$ cat config.mk
export PLATFORM = sky130hd
export DESIGN_NAME = t5_hart_sched_flat
export DESIGN_NICKNAME = d
export VERILOG_FILES = /design/src/rtl/t5_hart_sched_if.sv /design/src/rtl/t5_hart_sched.sv /design/src/flat_wrapper.sv
export SDC_FILE = /design/constraint.sdc
export NUM_CORES = 1
export LEC_CHECK = 0
export ABC_AREA = 1
export BUFFER_PORTS_ARGS = -buffer_cell sky130_fd_sc_hd__buf_2
export CAP_MARGIN = 30
export CORE_MARGIN = 1
export CORE_UTILIZATION = 50
export DETAILED_ROUTE_END_ITERATION = 12
export PLACE_DENSITY_LB_ADDON = 0.3
export SETUP_SLACK_MARGIN = 0.1
export SLEW_MARGIN = 20
export SYNTH_ARGS = -nofsm -noshare
export SYNTH_HDL_FRONTEND = slang
export SYNTH_SLANG_ARGS = --single-unit
$ cat constraint.sdc
create_clock -name clk -period 3 [get_ports clk]
set_input_delay 0.9 -clock clk [delete_from_list [all_inputs] [get_ports clk]]
set_output_delay 0.9 -clock clk [all_outputs]
set_load 0.005 [all_outputs]
$ cat src/rtl/t5_hart_sched_if.sv
// Fetch-side handshake between the hart scheduler and the fetch stage.
// The scheduler drives the slot and the enables; the bus returns iack.
interface t5_hart_sched_if;
    logic [1:0] hart;
    logic       issue;
    logic       boot;
    logic       adv;
    logic       stall;
    logic       iack;

    modport master (
        output hart, issue, boot, adv, stall,
        input  iack
    );

    modport slave (
        input  hart, issue, boot, adv, stall,
        output iack
    );
endinterface

$ cat src/rtl/t5_hart_sched.sv
// Barrel-hart scheduler for the 4-hart fetch stage.
// Optional stall timeout: define T5_STALL_TMO_EN.
module t5_hart_sched #(
    parameter logic [3:0] RESET_MASK = 4'b0001,
    parameter int         TMO_W      = 4
) (
    input  logic             clk,
    input  logic             rst,
    input  logic             ena,
    input  logic [3:0]       start,
    input  logic [3:0]       halt,
    input  logic             wfi,
    input  logic [1:0]       wfi_hart,
    input  logic [3:0]       irq,
    output logic [7:0]       status,
    output logic             err,
    t5_hart_sched_if.master  fe
);
    typedef enum logic [1:0] {
        OFF   = 2'b00,
        RUN   = 2'b01,
        SLEEP = 2'b10,
        BOOT  = 2'b11
    } hst_t;

    hst_t       st [4];
    hst_t       cur;
    logic [1:0] hart;
    logic       issue;
    logic       adv;
    logic       stall;
    logic       tmo;

    always_comb begin
        cur   = st[hart];
        issue = (cur == RUN) || (cur == BOOT);
        adv   = ena & (fe.iack | ~issue);
        stall = ena & issue & ~fe.iack;
    end

    assign fe.hart  = hart;
    assign fe.issue = issue;
    assign fe.boot  = (cur == BOOT);
    assign fe.adv   = adv;
    assign fe.stall = stall;
    assign status   = {st[3], st[2], st[1], st[0]};

`ifdef T5_STALL_TMO_EN
    localparam logic [TMO_W-1:0] TMAX = '1;
    logic [TMO_W-1:0] cnt;

    // Fires on the stall cycle that would take the counter to all-ones.
    assign tmo = stall && (cnt == TMAX - 1'b1);

    always_ff @(posedge clk) begin
        if (rst) begin
            cnt <= '0;
        end else if (adv || tmo) begin
            cnt <= '0;
        end else if (stall) begin
            cnt <= cnt + 1'b1;
        end
    end
`else
    assign tmo = 1'b0;
`endif

    assign err = tmo;

    always_ff @(posedge clk) begin
        if (rst) begin
            hart <= 2'b00;
            for (int i = 0; i < 4; i++) begin
                st[i] <= RESET_MASK[i] ? BOOT : OFF;
            end
        end else begin
            // Gray-style rotation 00 -> 01 -> 11 -> 10.
            if (adv) begin
                hart <= {hart[0], ~hart[1]};
            end
            for (int i = 0; i < 4; i++) begin
                if (halt[i]) begin
                    st[i] <= OFF;
                end else if (tmo && hart == 2'(i)) begin
                    st[i] <= OFF;
                end else if (start[i] && st[i] == OFF) begin
                    st[i] <= BOOT;
                end else if (st[i] == BOOT && hart == 2'(i) && adv) begin
                    st[i] <= RUN;
                end else if (st[i] == RUN && wfi &&
                             wfi_hart == 2'(i) && !irq[i]) begin
                    st[i] <= SLEEP;
                end else if (st[i] == SLEEP && irq[i]) begin
                    st[i] <= RUN;
                end
            end
        end
    end
endmodule
$ cat src/flat_wrapper.sv
// flat-port wrapper written by rule: the top's interface ports become plain ports
module t5_hart_sched_flat 
#(
    parameter logic [3:0] RESET_MASK = 4'b0001,
    parameter int         TMO_W      = 4
)
  (clk, rst, ena, start, halt, wfi, wfi_hart, irq, status, err, fe_hart, fe_issue, fe_boot, fe_adv, fe_stall, fe_iack);
  t5_hart_sched_if fe_i ();
  input  logic clk;
  input  logic rst;
  input  logic ena;
  input  logic [3:0] start;
  input  logic [3:0] halt;
  input  logic wfi;
  input  logic [1:0] wfi_hart;
  input  logic [3:0] irq;
  output logic [7:0] status;
  output logic err;
  output wire logic [$bits(fe_i.hart)-1:0] fe_hart;
  output wire logic [$bits(fe_i.issue)-1:0] fe_issue;
  output wire logic [$bits(fe_i.boot)-1:0] fe_boot;
  output wire logic [$bits(fe_i.adv)-1:0] fe_adv;
  output wire logic [$bits(fe_i.stall)-1:0] fe_stall;
  input wire logic [$bits(fe_i.iack)-1:0] fe_iack;
  assign fe_hart = fe_i.hart;
  assign fe_issue = fe_i.issue;
  assign fe_boot = fe_i.boot;
  assign fe_adv = fe_i.adv;
  assign fe_stall = fe_i.stall;
  assign fe_i.iack = fe_iack;
  t5_hart_sched #(.RESET_MASK(RESET_MASK), .TMO_W(TMO_W)) u_core (.clk(clk), .rst(rst), .ena(ena), .start(start), .halt(halt), .wfi(wfi), .wfi_hart(wfi_hart), .irq(irq), .status(status), .err(err), .fe(fe_i));
endmodule
==> out/metrics.csv, run 1 <==
metric,value,unit
power_density,410.7,nW/µm²
syn_nets,152,
crit_arrival,1.46,ns
max_cap_viol_count,0,
core,1727,µm²
register_area,320.3,µm²
layout.nets,187,
fin_setup_tns,0,ns
cp-end-kind,output pin,
start_util,53.62,%
clock_latency,0.27,ns
drt_wl_total,2201,µm
hold_viol_final,0,
setup_viol,0,
netlist.area_leader.share,25.95,%
dr_total_vias,1014,
synth.area.top_cells,"edfxtp_1, inv_1, nand2_1, nand3_1, dfxtp_1",
critPathBufInv,4,
critPathMaxFanout,5,
cp_common_cell,buf_2,
path_clk_slew,0.08,ns
wire_per_inst,11.46,µm
finClkSkew,0.004034,ns
p_sw_share,32.27,%
antenna_found_initial,0,
cts_resized,0,
grt_usage,23.97,%
dieArea,2028,µm²
port_buffers,32,
cp_cell_sequence,buf_2 -> inv_1 -> nand3_4 -> nand2_4 -> inv_4 -> buf_2,
yosysSeqAreaShare,34.59,%
synth_seq_cells,12,
hold_end,u_core.fe.hart[1]$_SDFFE_PP0P_,
hold_ws,0.5596,ns
drtPass1Iterations,4,
fp-row-count,15,
setup_ws,0.6408,ns
grt_max_degree,13,
hpwlAfterDp,1802,µm
die_h,45.03,µm
final_common_cell,buf_2,
cts_tree,yes,
pwr-share-clk,28.3,%
multiInputGateArea,481.7,µm²
hold_start,u_core.fe.hart[1]$_SDFFE_PP0P_,
syn_to_final_growth,23.24,%
drive_gt1_share,29.34,%
htree_levels,1,
required,2.10,ns
p_int,317.4,µW
ios,34,
holdBufCountCts,0,
postRouteAntennaNets,0,
numCtsBuffers,3,
numClockSinks,12,
yosysTopAreaCell,edfxtp_1,
p_sw,151.2,µW
status,completed,
drc_errors,0,
min_delay_path_depth,2,
cpMaxStageDelayCell,buf_2,
startpoint_type,input pin,
grt_overflow_total,0,
final_cell_mix,"buf_2, inv_1, nand2_1, nand3_1, nor2_1",
netlist_instances,133,
viasPerCell,5.281,
yosysWarnings,0,
path_delay_family,buffers and inverters,
path_class,in2out,
pwr-share-seq,45.0,%
clk_path_buf_depth,2,
p_leak,0.5741,nW
max_freq,423.9,MHz
combPwrFrac,26.7,%
ff2ff_path_depth,7,
cpPeakStageDelay,0.12,ns
gp_congestion,0.8712,
final_max_slew_viol_count,0,
fin_crit_sh,78.64,%
reg2reg_to,u_core.st[2][0]$_SDFFCE_PN0P_,
min_period,2.359,ns
first_global_vias,881,
n_antenna_cell,0,
hold_path_class,reg2reg,
pre_cts_ws,0.6404,ns
syn_avg_cell_area,6.962,µm²
postCtsSetupRepairBufs,0,
clock-root-buffer,clkbuf_4,
die_w,45.03,µm
ff2ff_setup_slack,1.48,ns
grt_first_pass_wirelength,3505,µm
rsz0062_at_grt,no,
drt_iter0_drc,17,
peakVddDrop,0.0002191,V
nFillCells,164,
yosys.cell_types.count,24,
r2r_start,u_core.st[0][0]$_SDFFCE_PP1P_,
netlist_area,925.9,µm²
==> cell type report <==
type / instances / share of cell area, %
timing repair buffer: 32 / 14.04
multi-input combinational: 90 / 42.22
clock buffer: 4 / 3.180
inverter: 29 / 9.759
tap: 25 / 2.741
sequential: 12 / 28.07
==> cells in the mapped netlist, drive strengths merged <==
master  count
inv        29
nand2      27
nand3      22
nor2       12
edfxtp      8
a21oi       6
nand4       6
nor3        6
dfxtp       4
o21ai       3
o31ai       3
a31oi       2
buf         2
and2        1
conb        1
nor4        1
==> per-stage QoR <==
step           instances  util [%]  area [µm²]  power [mW]
2_1_floorplan        133         -       925.9      0.2893
3_3_place_gp         188     63.99        1105      0.3349
3_5_place_dp         188     63.99        1105      0.3392
4_1_cts              192     66.09        1141      0.4686
5_1_grt              192     66.09        1141      0.4961
6_report             192     66.09        1141      0.4686
==> layer usage <==
layer	global-route usage (%)	share of wire, %	vias to the layer above	wire, µm
met1	30.65	44	457	975
li1	-	-	506	-
met5	0	0	-	0
met4	12.73	1.2	0	27
met2	38.26	48	47	1064
met3	4.400	6.0	4	133
==> worst min-delay path, delay by kind of cell, from the launching register on <==
family | cells | cell delay (ns)
DFF | 1 | 0.36
and+or+nand+nor | 1 | 0.10
AOI/OAI and AO/OA | 1 | 0.05
==> logic make-up (layout without fill, tap and decap cells) <==
kind of cell           Yosys count  count (layout)  share of synthesized area, %
AO/OA/AOI/OAI                   14              14                         9.459
flip-flops                      12              12                         34.59
AND/OR/NAND/NOR                 75              75                         42.16
other                            1               1                        0.4050
buffers and inverters           31              65                         13.38
==> worst max path at each step <==
stage | startpoint | to | slack (ns) | cells past startpoint
finish | fe_iack | fe_adv | 0.64 | 6
detailed placement | fe_iack | fe_adv | 0.64 | 6
global route | fe_iack | fe_adv | 0.59 | 6
floorplan | fe_iack | fe_adv | 0.89 | 4
global placement | fe_iack | fe_adv | 0.66 | 6
CTS | fe_iack | fe_adv | 0.64 | 6
==> power groups by stage <==
stage	clock network [mW]	registers (mW)	logic, mW
after floorplan	0	0.212	0.0771
after global placement	0	0.214	0.121
after detailed placement	0	0.215	0.124
after CTS	0.133	0.211	0.125
after global routing	0.141	0.214	0.141
final	0.133	0.211	0.125
(Power assumes the default switching activity.)
==> inputs of run 2 (changes only) <==
CORE_UTILIZATION = 43   (was 50)
clock period = 2.01 ns   (was 3 ns; I/O delays follow)
==> run 2 against run 1 <==
Register-to-register slack got worse by 0.95 ns. Via count rose by 3.1%. Utilization fell by 4.6 points. Sequential power rose by 48%. Clock power rose by 48%. Clock skew fell by 0.0032 ns. Non-clock buffer count rose by 7.
==> out/metrics.csv, run 2 (synthesis gave the netlist of run 1 again) <==
metric,value,unit
status,completed,
place_inst,190,
cp-end-kind,output pin,
path_class,reg2out,
fin_crit_sh,92.08,%
nFillCells,194,
drc_errors,0,
setup_viol,0,
rsz0062_at_grt,yes,
hold_viol_final,0,
die_w,48.40,µm
path_clk_slew,0.08,ns
first_global_vias,965,
critPathMaxFanout,2,
htree_levels,1,
postRouteAntennaNets,0,
cts_tree,yes,
required,1.41,ns
hold_ws,0.5520,ns
numClockSinks,12,
clock-root-buffer,clkbuf_4,
p_leak,0.6142,nW
core,2002,µm²
min_period,1.851,ns
gp_congestion,0.8679,
viasPerCell,5.199,
holdBufCountCts,0,
grt_first_pass_wirelength,3988,µm
syn_to_final_growth,32.97,%
numCtsBuffers,3,
fin_setup_tns,0,ns
grt_overflow_total,0,
clk_path_buf_depth,2,
hold_path_class,reg2reg,
drt_wl_total,2336,µm
start_util,46.25,%
final_cell_mix,"buf_2, inv_1, nand2_1, nand3_1, nor2_1",
power_density,596.2,nW/µm²
layout.cells.non_filler,201,
antenna_found_initial,0,
layout.nets,194,
drtPass1Iterations,4,
dieArea,2343,µm²
fp-row-count,16,
max_freq,540.3,MHz
grt_usage,22.26,%
wire_per_inst,11.62,µm
max_cap_viol_count,0,
startpoint_type,register,
finClkSkew,0.0008503,ns
port_buffers,32,
grt_max_degree,13,
total_power,734.0,µW
drt_iter0_drc,30,
peakVddDrop,0.0003050,V
die_h,48.40,µm
hpwlAfterDp,1820,µm
n_antenna_cell,0,
final_max_slew_viol_count,0,
dr_total_vias,1045,
final_common_cell,buf_2,
ff2ff_setup_slack,0.53,ns
crit_arrival,1.25,ns
clock_latency,0.27,ns
drive_gt1_share,36.78,%
ios,34,
==> run 2: cell types whose count changed in the layout (fill, tap and decap cells not counted), moves of 2 or more <==
cell,before,now
buf_4,0,7
dfxtp_1,4,2
inv_1,27,25
nand2_1,24,21
nand2_2,2,5
nand3_2,3,1
nand3_4,2,4
==> run 2: where the power goes <==
group	leakage (nW)	switching, mW	internal (mW)
logic	0.474	0.127	0.0985
clock network	0.0210	0.0870	0.110
registers	0.119	0.0233	0.288
total	0.614	0.237	0.497
==> run 2: timing repair <==
item,in CTS,in global routing
endpoints found under the setup margin,3,2
resized for setup,1,13
endpoints found under the hold margin,0,0
pin swaps,1,8
setup buffers,4,3
==> run 2: cell type report <==
class	count	area, µm²	area share [%]
clock buffers	4	36.28	2.947
flip-flops and latches	12	325.3	26.42
well taps	27	33.78	2.744
inverters	29	113.9	9.248
repair buffers	39	212.7	17.28
multi-input cells	90	509.2	41.36
==> run 2: path summary, 6_finish.rpt <==
path / start / end / depth (start not counted)
worst max register to register: u_core.st[2][0]$_SDFFCE_PN0P_ / u_core.st[2][0]$_SDFFCE_PN0P_ / 8
worst min register to register: u_core.fe.hart[1]$_SDFFE_PP0P_ / register / 2
worst min-delay path: u_core.fe.hart[1]$_SDFFE_PP0P_ / register / 2
worst max-delay path: u_core.st[2][0]$_SDFFCE_PN0P_ / fe_boot / 6
==> run 2: through the flow <==
step | utilization, % | setup slack (ns) | cell area [µm²]
after floorplan | - | 0.4677 | 925.9
after CTS | 58.69 | 0.1037 | 1175
after detailed placement | 55.31 | 0.2387 | 1107
after global routing | 61.50 | 0.08983 | 1231
final | 61.50 | 0.1592 | 1231
after global placement | 55.31 | 0.2539 | 1107
==> run 2: per-layer routing <==
layer | global-route usage (%) | vias up | wire (µm)
met3 | 4.088 | 6 | 146
met2 | 39.44 | 48 | 1204
met4 | 12.25 | 0 | 57
met5 | 0 | - | 0
met1 | 25.10 | 469 | 928
li1 | - | 522 | -
==> run 2: worst max-delay path: stages (launching register included) <==
cell      delay, ns
edfxtp_1       0.43
nand2_2        0.10
nand3_4        0.09
and2_4         0.17
nand2_2        0.05
inv_1          0.03
buf_2          0.11
